==> config.mk <==
export PLATFORM = sky130hd
export DESIGN_NAME = dram_arbiter
export DESIGN_NICKNAME = d
export VERILOG_FILES = /design/src/rtl/dram_arbiter.sv
export SDC_FILE = /design/constraint.sdc
export NUM_CORES = 1
export LEC_CHECK = 0
export BUFFER_PORTS_ARGS = -buffer_cell sky130_fd_sc_hd__buf_4
export CAP_MARGIN = 20
export CORE_MARGIN = 1
export CORE_UTILIZATION = 38
export CTS_CLUSTER_SIZE = 20
export DETAILED_ROUTE_END_ITERATION = 8
export PLACE_DENSITY = 0.78
export SLEW_MARGIN = 5
export SYNTH_ARGS = -nofsm -noshare
export SYNTH_HDL_FRONTEND = slang
export SYNTH_SLANG_ARGS = --single-unit
==> constraint.sdc <==
create_clock -name clk -period 4.7 [get_ports clk]
set_input_delay 0.47 -clock clk [delete_from_list [all_inputs] [get_ports clk]]
set_output_delay 0.47 -clock clk [all_outputs]
set_load 0.02 [all_outputs]
==> src/rtl/dram_arbiter.sv <==
// dram_arbiter: shares the single-port data RAM between the CPU data port
// (default priority) and a DMA/debug loader, with a starvation guard for DMA.
module dram_arbiter #(
  parameter int unsigned STARVE_LIMIT = 4
) (
  input  logic        clk,
  input  logic        rst,
  input  logic        cpu_req,
  input  logic        cpu_wen,
  input  logic [31:0] cpu_addr,
  input  logic [31:0] cpu_wdata,
  output logic        cpu_gnt,
  output logic        cpu_stall,
  output logic        cpu_rvalid,
  output logic [31:0] cpu_rdata,
  input  logic        dma_req,
  input  logic        dma_wen,
  input  logic [31:0] dma_addr,
  input  logic [31:0] dma_wdata,
  output logic        dma_gnt,
  output logic        dma_rvalid,
  output logic [31:0] dma_rdata,
  output logic        ram_we,
  output logic [29:0] ram_addr,
  output logic [31:0] ram_din,
  input  logic [31:0] ram_dout
);

  localparam logic [3:0] Limit = 4'(STARVE_LIMIT);

  logic [3:0]  starve_q, starve_d;
  logic        tag_v_q, tag_v_d;
  logic        tag_id_q, tag_id_d;
  logic [29:0] addr_q;
  logic [31:0] din_q;
  logic [31:0] cpu_rdata_q, dma_rdata_q;

  logic        contended;
  logic        any_gnt;
  logic        sel_wen;
  logic [31:0] sel_addr;
  logic [31:0] sel_wdata;

  // Combinational arbitration: CPU wins contention unless DMA has starved.
  always_comb begin
    contended = cpu_req & dma_req;
    dma_gnt   = dma_req & (~cpu_req | (starve_q == Limit));
    cpu_gnt   = cpu_req & ~dma_gnt;
    cpu_stall = cpu_req & ~cpu_gnt;
    any_gnt   = cpu_gnt | dma_gnt;
    sel_wen   = dma_gnt ? dma_wen   : cpu_wen;
    sel_addr  = dma_gnt ? dma_addr  : cpu_addr;
    sel_wdata = dma_gnt ? dma_wdata : cpu_wdata;
  end

  // RAM port: drive the granted master, otherwise hold the last address/data.
  always_comb begin
    ram_we   = any_gnt & sel_wen & ~rst;
    ram_addr = any_gnt ? sel_addr[31:2] : addr_q;
    ram_din  = any_gnt ? sel_wdata : din_q;
  end

  // Next-state for the starvation counter and the read owner tag.
  always_comb begin
    starve_d = starve_q;
    if (!dma_req || dma_gnt) begin
      starve_d = 4'd0;
    end else if (contended && cpu_gnt && starve_q != Limit) begin
      starve_d = starve_q + 4'd1;
    end
    tag_v_d  = any_gnt & ~sel_wen;
    tag_id_d = dma_gnt;
  end

  // Read completion: data comes straight from the RAM in the rvalid cycle,
  // then the per-master register holds it until that master's next read.
  always_comb begin
    cpu_rvalid = tag_v_q & ~tag_id_q;
    dma_rvalid = tag_v_q & tag_id_q;
    cpu_rdata  = cpu_rvalid ? ram_dout : cpu_rdata_q;
    dma_rdata  = dma_rvalid ? ram_dout : dma_rdata_q;
  end

  // Arbitration state and read owner tag.
  always_ff @(posedge clk or posedge rst) begin
    if (rst) begin
      starve_q <= 4'd0;
      tag_v_q  <= 1'b0;
      tag_id_q <= 1'b0;
    end else begin
      starve_q <= starve_d;
      tag_v_q  <= tag_v_d;
      tag_id_q <= tag_id_d;
    end
  end

  // Hold registers for the RAM address/data bus when idle.
  always_ff @(posedge clk or posedge rst) begin
    if (rst) begin
      addr_q <= 30'd0;
      din_q  <= 32'd0;
    end else if (any_gnt) begin
      addr_q <= sel_addr[31:2];
      din_q  <= sel_wdata;
    end
  end

  // Capture completed read data into the owning master's register.
  always_ff @(posedge clk or posedge rst) begin
    if (rst) begin
      cpu_rdata_q <= 32'd0;
      dma_rdata_q <= 32'd0;
    end else begin
      if (cpu_rvalid) cpu_rdata_q <= ram_dout;
      if (dma_rvalid) dma_rdata_q <= ram_dout;
    end
  end

endmodule

### Yosys cells after proc, flatten, opt, wreduce, memory -nomap -nowiden

Index checks and enable logic that the tools add are counted.

| storage, ports and cells | value |
|---|---|
| flip-flop bits (word level) | 132 |
| input port bits | 166 |
| output and inout port bits | 132 |
| word-level logic and storage cells | 41 |

| cells by class | value |
|---|---|
| add/subtract/negate cells | 1 |
| equal/unequal tests | 2 |
| muxes and demuxes | 9 |
| bitwise operators | 17 |
| reductions and logical operators | 5 |

Operator list:

| cell | count |
|---|---|
| 32-bit two-way mux | 5 |
| 30-bit two-way mux | 1 |
| 1-bit AND | 9 |
| 4-bit two-way mux | 2 |
| 1-bit inverter | 6 |
| 4-bit by 1-bit adder with 4-bit output, second input constant | 1 |
| 4-bit by 3-bit == test with 1-bit output, second input constant | 1 |
| 4-bit by 3-bit inequality test with 1-bit output, second input constant | 1 |
| 1-bit logical AND | 2 |
| 1-bit bitwise OR | 2 |
| 2-bit nonzero test | 1 |
| 1-bit logical NOT | 1 |
| 1-bit logical OR | 1 |
| 1-bit two-way mux | 1 |

### Longest topological paths before layout

| logic depth | value |
|---|---|
| word-level depth | 9 |
| gate-level depth with buffers | 7 |

### Worst setup path before layout

Ideal clock, no wire load.

| timing | value |
|---|---|
| path kind | input to output |
| from | input port rst |
| to | output port ram_we |
| arrival | 3.803 ns |
| data required time | 4.230 ns |
| path slack | 0.427 ns |
| cell stages on the path | 2 |
| path buffers | 0 |
| path through | inv_1 > a32o_1 |

| on the way | value |
|---|---|
| cells in the longest elaborated chain, start to end | 2 |

RTL lines:

| element | RTL line | RTL |
|---|---|---|
| start: declaration | 7 | `input logic rst,` |
| 1-bit inverter | 58 | `ram_we = any_gnt & sel_wen & ~rst;` |
| 1-bit AND | 58 |  |
| end: declaration | 23 | `output logic ram_we,` |

No other way between the ends.

### Worst setup path after layout

| timing | value |
|---|---|
| from | register starve_q[0] |
| to | output port ram_din[1] |

| on the way | value |
|---|---|
| cells in the longest elaborated chain, start to end | 7 |
| elaborated cells on any way between the ends | 8 |

RTL lines:

| element | RTL line | RTL |
|---|---|---|
| start: declaration | 31 | `logic [3:0] starve_q, starve_d;` |
| start signal: assignment | 91 | `starve_q <= starve_d;` |
| 4-bit by 3-bit == test with 1-bit output * | 47 | `dma_gnt = dma_req & (~cpu_req \| (starve_q == Limit));` |
| 1-bit bitwise OR * | 47 |  |
| 1-bit AND * | 47 |  |
| 1-bit inverter | 48 | `cpu_gnt = cpu_req & ~dma_gnt;` |
| 1-bit AND | 48 |  |
| 1-bit bitwise OR | 50 | `any_gnt = cpu_gnt \| dma_gnt;` |
| 32-bit two-way mux * | n/a |  |
| end: declaration | 25 | `output logic [31:0] ram_din,` |

Mark *: on every way between the ends. The rest lies on a longest branch, timed or not.

==> out/results.md <==
## STA
- Fin Clk Skew: 0.00456 ns
- endpoints failing hold: 0
- min Tclk post-route: 3.02 ns
- highest clock frequency the design can meet: 331 MHz
- number of failing setup endpoints in the final timing report: 0
- pins over their slew limit: 0
- part of the cycle the worst path needs: 0.642
- slew of the pin with the lowest slew margin: 0.612 ns
- worst relative slew slack: 0.591
- setup repair after global routing missed its margin: false
- sum of negative setup slack: 0 ns

## Worst setup path
- source of the worst register-to-register timing path: starve_q[0]
- R2R setup slack: 2.61 ns
- beginning of the critical path: starve_q[0]
- number of cell instances on the worst register-to-register path: 6
- arrival time of data at the critical path endpoint: 2.55 ns
- crit path capture: ram_din[1]
- category of the worst setup path capture point: output pin
- critical path launch point type: flop
- capture point of the worst reg-to-reg path: din_q[1]
- required arrival time at the worst endpoint: 4.23 ns
- largest fanout on the critical path: 38
- category of the most critical setup path: reg -> out

## Clock network
- CTS hold repair buffers: 0
- clock buffer count from CTS: 17
- maximum level of the CTS H-tree: 4
- Sinks on Clock Net: 132
- insertion delay of the later-clocked pin in the worst-skew pair: 0.42 ns
- maximum buffer depth of the clock tree: 2
- CTS tree: done
- CTS Root Cell: sky130_fd_sc_hd__clkbuf_16
- clock-pin slew reported for the worst setup and hold paths after clock tree synthesis: 0.06 ns
- Gates resized, CTS repair: 0
- Post-CTS Setup Bufs: 0

## Detailed routing
- drc violations: 0
- routed length per instance: 16.9 µm
- number of nets still failing antenna checks after routing: 0
- Iteration-0 DRC Markers: 207
- WL final: 14600 µm
- Via Count: 4357
- total iterations of the first detailed-routing run: 4
- number of vias per cell after detailed routing: 5.06

## Synth
- count of mapped cells out of synthesis: 376
- post-synthesis net count: 544
- fraction of registers with async set or reset after synthesis: 1.00
- Ys Warns: 0
- leading register cell type out of synthesis: sky130_fd_sc_hd__dfrtp_1
- share of synthesized area occupied by flip-flops and latches: 0.615
- mean instance size in the synthesized netlist: 14.3 µm²
- register bit count reported by yosys: 132
- Post-Syn Area: 5370 µm²
- count of different cell masters after synthesis: 21
- number of enable flip-flop cells after synthesis: 0

## Die
- overall die height: 121 µm
- FP Rows: 43
- floorplan die area: 14600 µm²
- Initial Util: 0.389
- IO Pins: 298
- Die X-Extent: 121 µm
- Floorplan Core Area: 13800 µm²

## Pwr
- worst IR drop on VDD: 0.286 mV
- cell area power density: 432 nW/µm²
- Leakage: 4.06 nW
- Power Total: 0.00360 W

## Placement
- Detailed Place HPWL: 10300 µm
- last weighted congestion value of the routability-driven placer: 0.788
- Port Buffer Count: 293

## Outcome
- result of the run: finished clean

## Worst hold path
- hold crit path type: in -> async

## GRT
- wire length of the first global-routing pass: 22800 µm
- maximum number of pins on one net before global-route repair: 85
- global route overflow: 0
- vias in the first global route: 4589
- all-layer global routing usage: 0.203
- antenna violations before repair: 0

## Finish
- fraction of layout cells with a size suffix above 1: 0.589
- Post-layout nets: 836
- area added between synthesis and finish: 55.0%
- final design utilization: 0.602
- antenna diode count: 0

## Run
- number of max-cap violations: 0

-- placed cells by master (no fill, tap or decap) --
master | netlist | routed
sky130_fd_sc_hd__nor2_2 | 0 | 1
sky130_fd_sc_hd__nand2_2 | 0 | 1
sky130_fd_sc_hd__buf_16 | 0 | 1
sky130_fd_sc_hd__inv_6 | 0 | 9
sky130_fd_sc_hd__clkinv_4 | 0 | 1
sky130_fd_sc_hd__a32o_1 | 1 | 1
sky130_fd_sc_hd__a31o_2 | 1 | 1
sky130_fd_sc_hd__xor2_1 | 1 | 1
sky130_fd_sc_hd__mux2_2 | 64 | 64
sky130_fd_sc_hd__nor2_1 | 5 | 4
sky130_fd_sc_hd__clkbuf_16 | 0 | 17
sky130_fd_sc_hd__nand2_1 | 2 | 1
sky130_fd_sc_hd__nand4b_1 | 1 | 1
sky130_fd_sc_hd__clkinvlp_4 | 0 | 1
sky130_fd_sc_hd__bufinv_16 | 0 | 2
sky130_fd_sc_hd__nand3_1 | 2 | 2
sky130_fd_sc_hd__buf_4 | 0 | 297
sky130_fd_sc_hd__and2_1 | 64 | 63
sky130_fd_sc_hd__inv_4 | 0 | 1
sky130_fd_sc_hd__a21oi_1 | 1 | 1
sky130_fd_sc_hd__ha_1 | 2 | 2
sky130_fd_sc_hd__inv_1 | 6 | 5
sky130_fd_sc_hd__clkinv_2 | 0 | 2
sky130_fd_sc_hd__nand2b_1 | 2 | 2
sky130_fd_sc_hd__dfrtp_1 | 132 | 132
sky130_fd_sc_hd__xnor2_1 | 1 | 1
sky130_fd_sc_hd__a221o_1 | 62 | 62
sky130_fd_sc_hd__and2_2 | 0 | 1
sky130_fd_sc_hd__buf_12 | 0 | 2
sky130_fd_sc_hd__nor2b_1 | 1 | 1
sky130_fd_sc_hd__nand3b_1 | 1 | 1
-- routing by layer --
layer | track usage | wire, µm
met2 | 0.357 | 7670
met5 | 0 | 0
met3 | 0.0550 | 996
met4 | 0.0772 | 269
met1 | 0.236 | 5610
-- power by group --
group	internal (W)	switching (W)	leakage [nW]
Sequential	0.00130	0.0000387	1.58
Clock	0.000794	0.000518	0.291
Combinational	0.000455	0.000491	2.20
-- synth_stat cells (5+ instances only) --
| cell | count | share of area |
|---|---|---|
| sky130_fd_sc_hd__dfrtp_1 | 132 | 0.61 |
| sky130_fd_sc_hd__and2_1 | 64 | 0.075 |
| sky130_fd_sc_hd__mux2_2 | 64 | 0.13 |
| sky130_fd_sc_hd__a221o_1 | 62 | 0.12 |
| sky130_fd_sc_hd__buf_2 | 11 | 0.010 |
| sky130_fd_sc_hd__clkbuf_1 | 9 | 0.0063 |
| sky130_fd_sc_hd__buf_6 | 7 | 0.015 |
| sky130_fd_sc_hd__inv_1 | 6 | 0.0042 |
| sky130_fd_sc_hd__nor2_1 | 5 | 0.0035 |
-- cell type report --
type | instances | area [µm²]
clock inverter | 15 | 165
sequential | 132 | 3300
fill | 1089 | 5500
multi-input combinational | 211 | 1890
timing repair buffer | 300 | 2300
inverter | 6 | 25.0
clock buffer | 17 | 425
tap | 180 | 225
-- cell families (layout without fill, tap and decap cells) --
| family | count (synthesis) | count (layout) | synth area share |
|---|---|---|---|
| xor+xnor | 2 | 2 | 0.00326 |
| compound gates | 65 | 65 | 0.120 |
| flops | 132 | 132 | 0.615 |
| buf+inv | 33 | 338 | 0.0354 |
| mux | 64 | 64 | 0.134 |
| fa+ha+maj | 2 | 2 | 0.00466 |
| simple gates | 78 | 78 | 0.0878 |
-- flip-flops by register name (all words and copies together), names as in the netlist --
name / cells
tag_v_q: 1
starve_q: 4
tag_id_q: 1
addr_q: 30
din_q: 32
dma_rdata_q: 32
cpu_rdata_q: 32
-- critical path, cell delays in order, from the launching register on --
cell and delay, ns:
sky130_fd_sc_hd__dfrtp_1 0.40, sky130_fd_sc_hd__inv_1 0.06, sky130_fd_sc_hd__ha_1 0.21, sky130_fd_sc_hd__nand4b_1 0.15
sky130_fd_sc_hd__nand2_2 0.38, sky130_fd_sc_hd__buf_12 0.33, sky130_fd_sc_hd__a221o_1 0.41, sky130_fd_sc_hd__buf_4 0.17
-- worst min-delay path by stage --
stage | startpoint | end | slack, ns | depth (start not counted)
2_1_floorplan | starve_q[0] | starve_q[0] | 0.45 | 1
3_3_place_gp | starve_q[0] | starve_q[0] | 0.47 | 1
3_5_place_dp | cpu_rdata_q[4] | cpu_rdata_q[4] | 0.48 | 1
4_1_cts | dma_wen | tag_v_q | 0.25 | 2
5_1_grt | rst | addr_q[29] | 0.13 | 2
6_report | rst | addr_q[6] | 0.09 | 2
-- metrics by stage --
stage	cells	cell area, µm²	hold slack (ns)	worst slack [ns]
floorplan	376	5370	0.453	0.427
global placement	826	7670	0.468	2.01
detailed placement	826	7670	0.485	1.88
CTS	858	8260	0.249	1.42
global route	861	8330	0.126	1.56
finish	861	8330	0.0937	1.68
No activity file was read; power rests on OpenSTA's default activity.
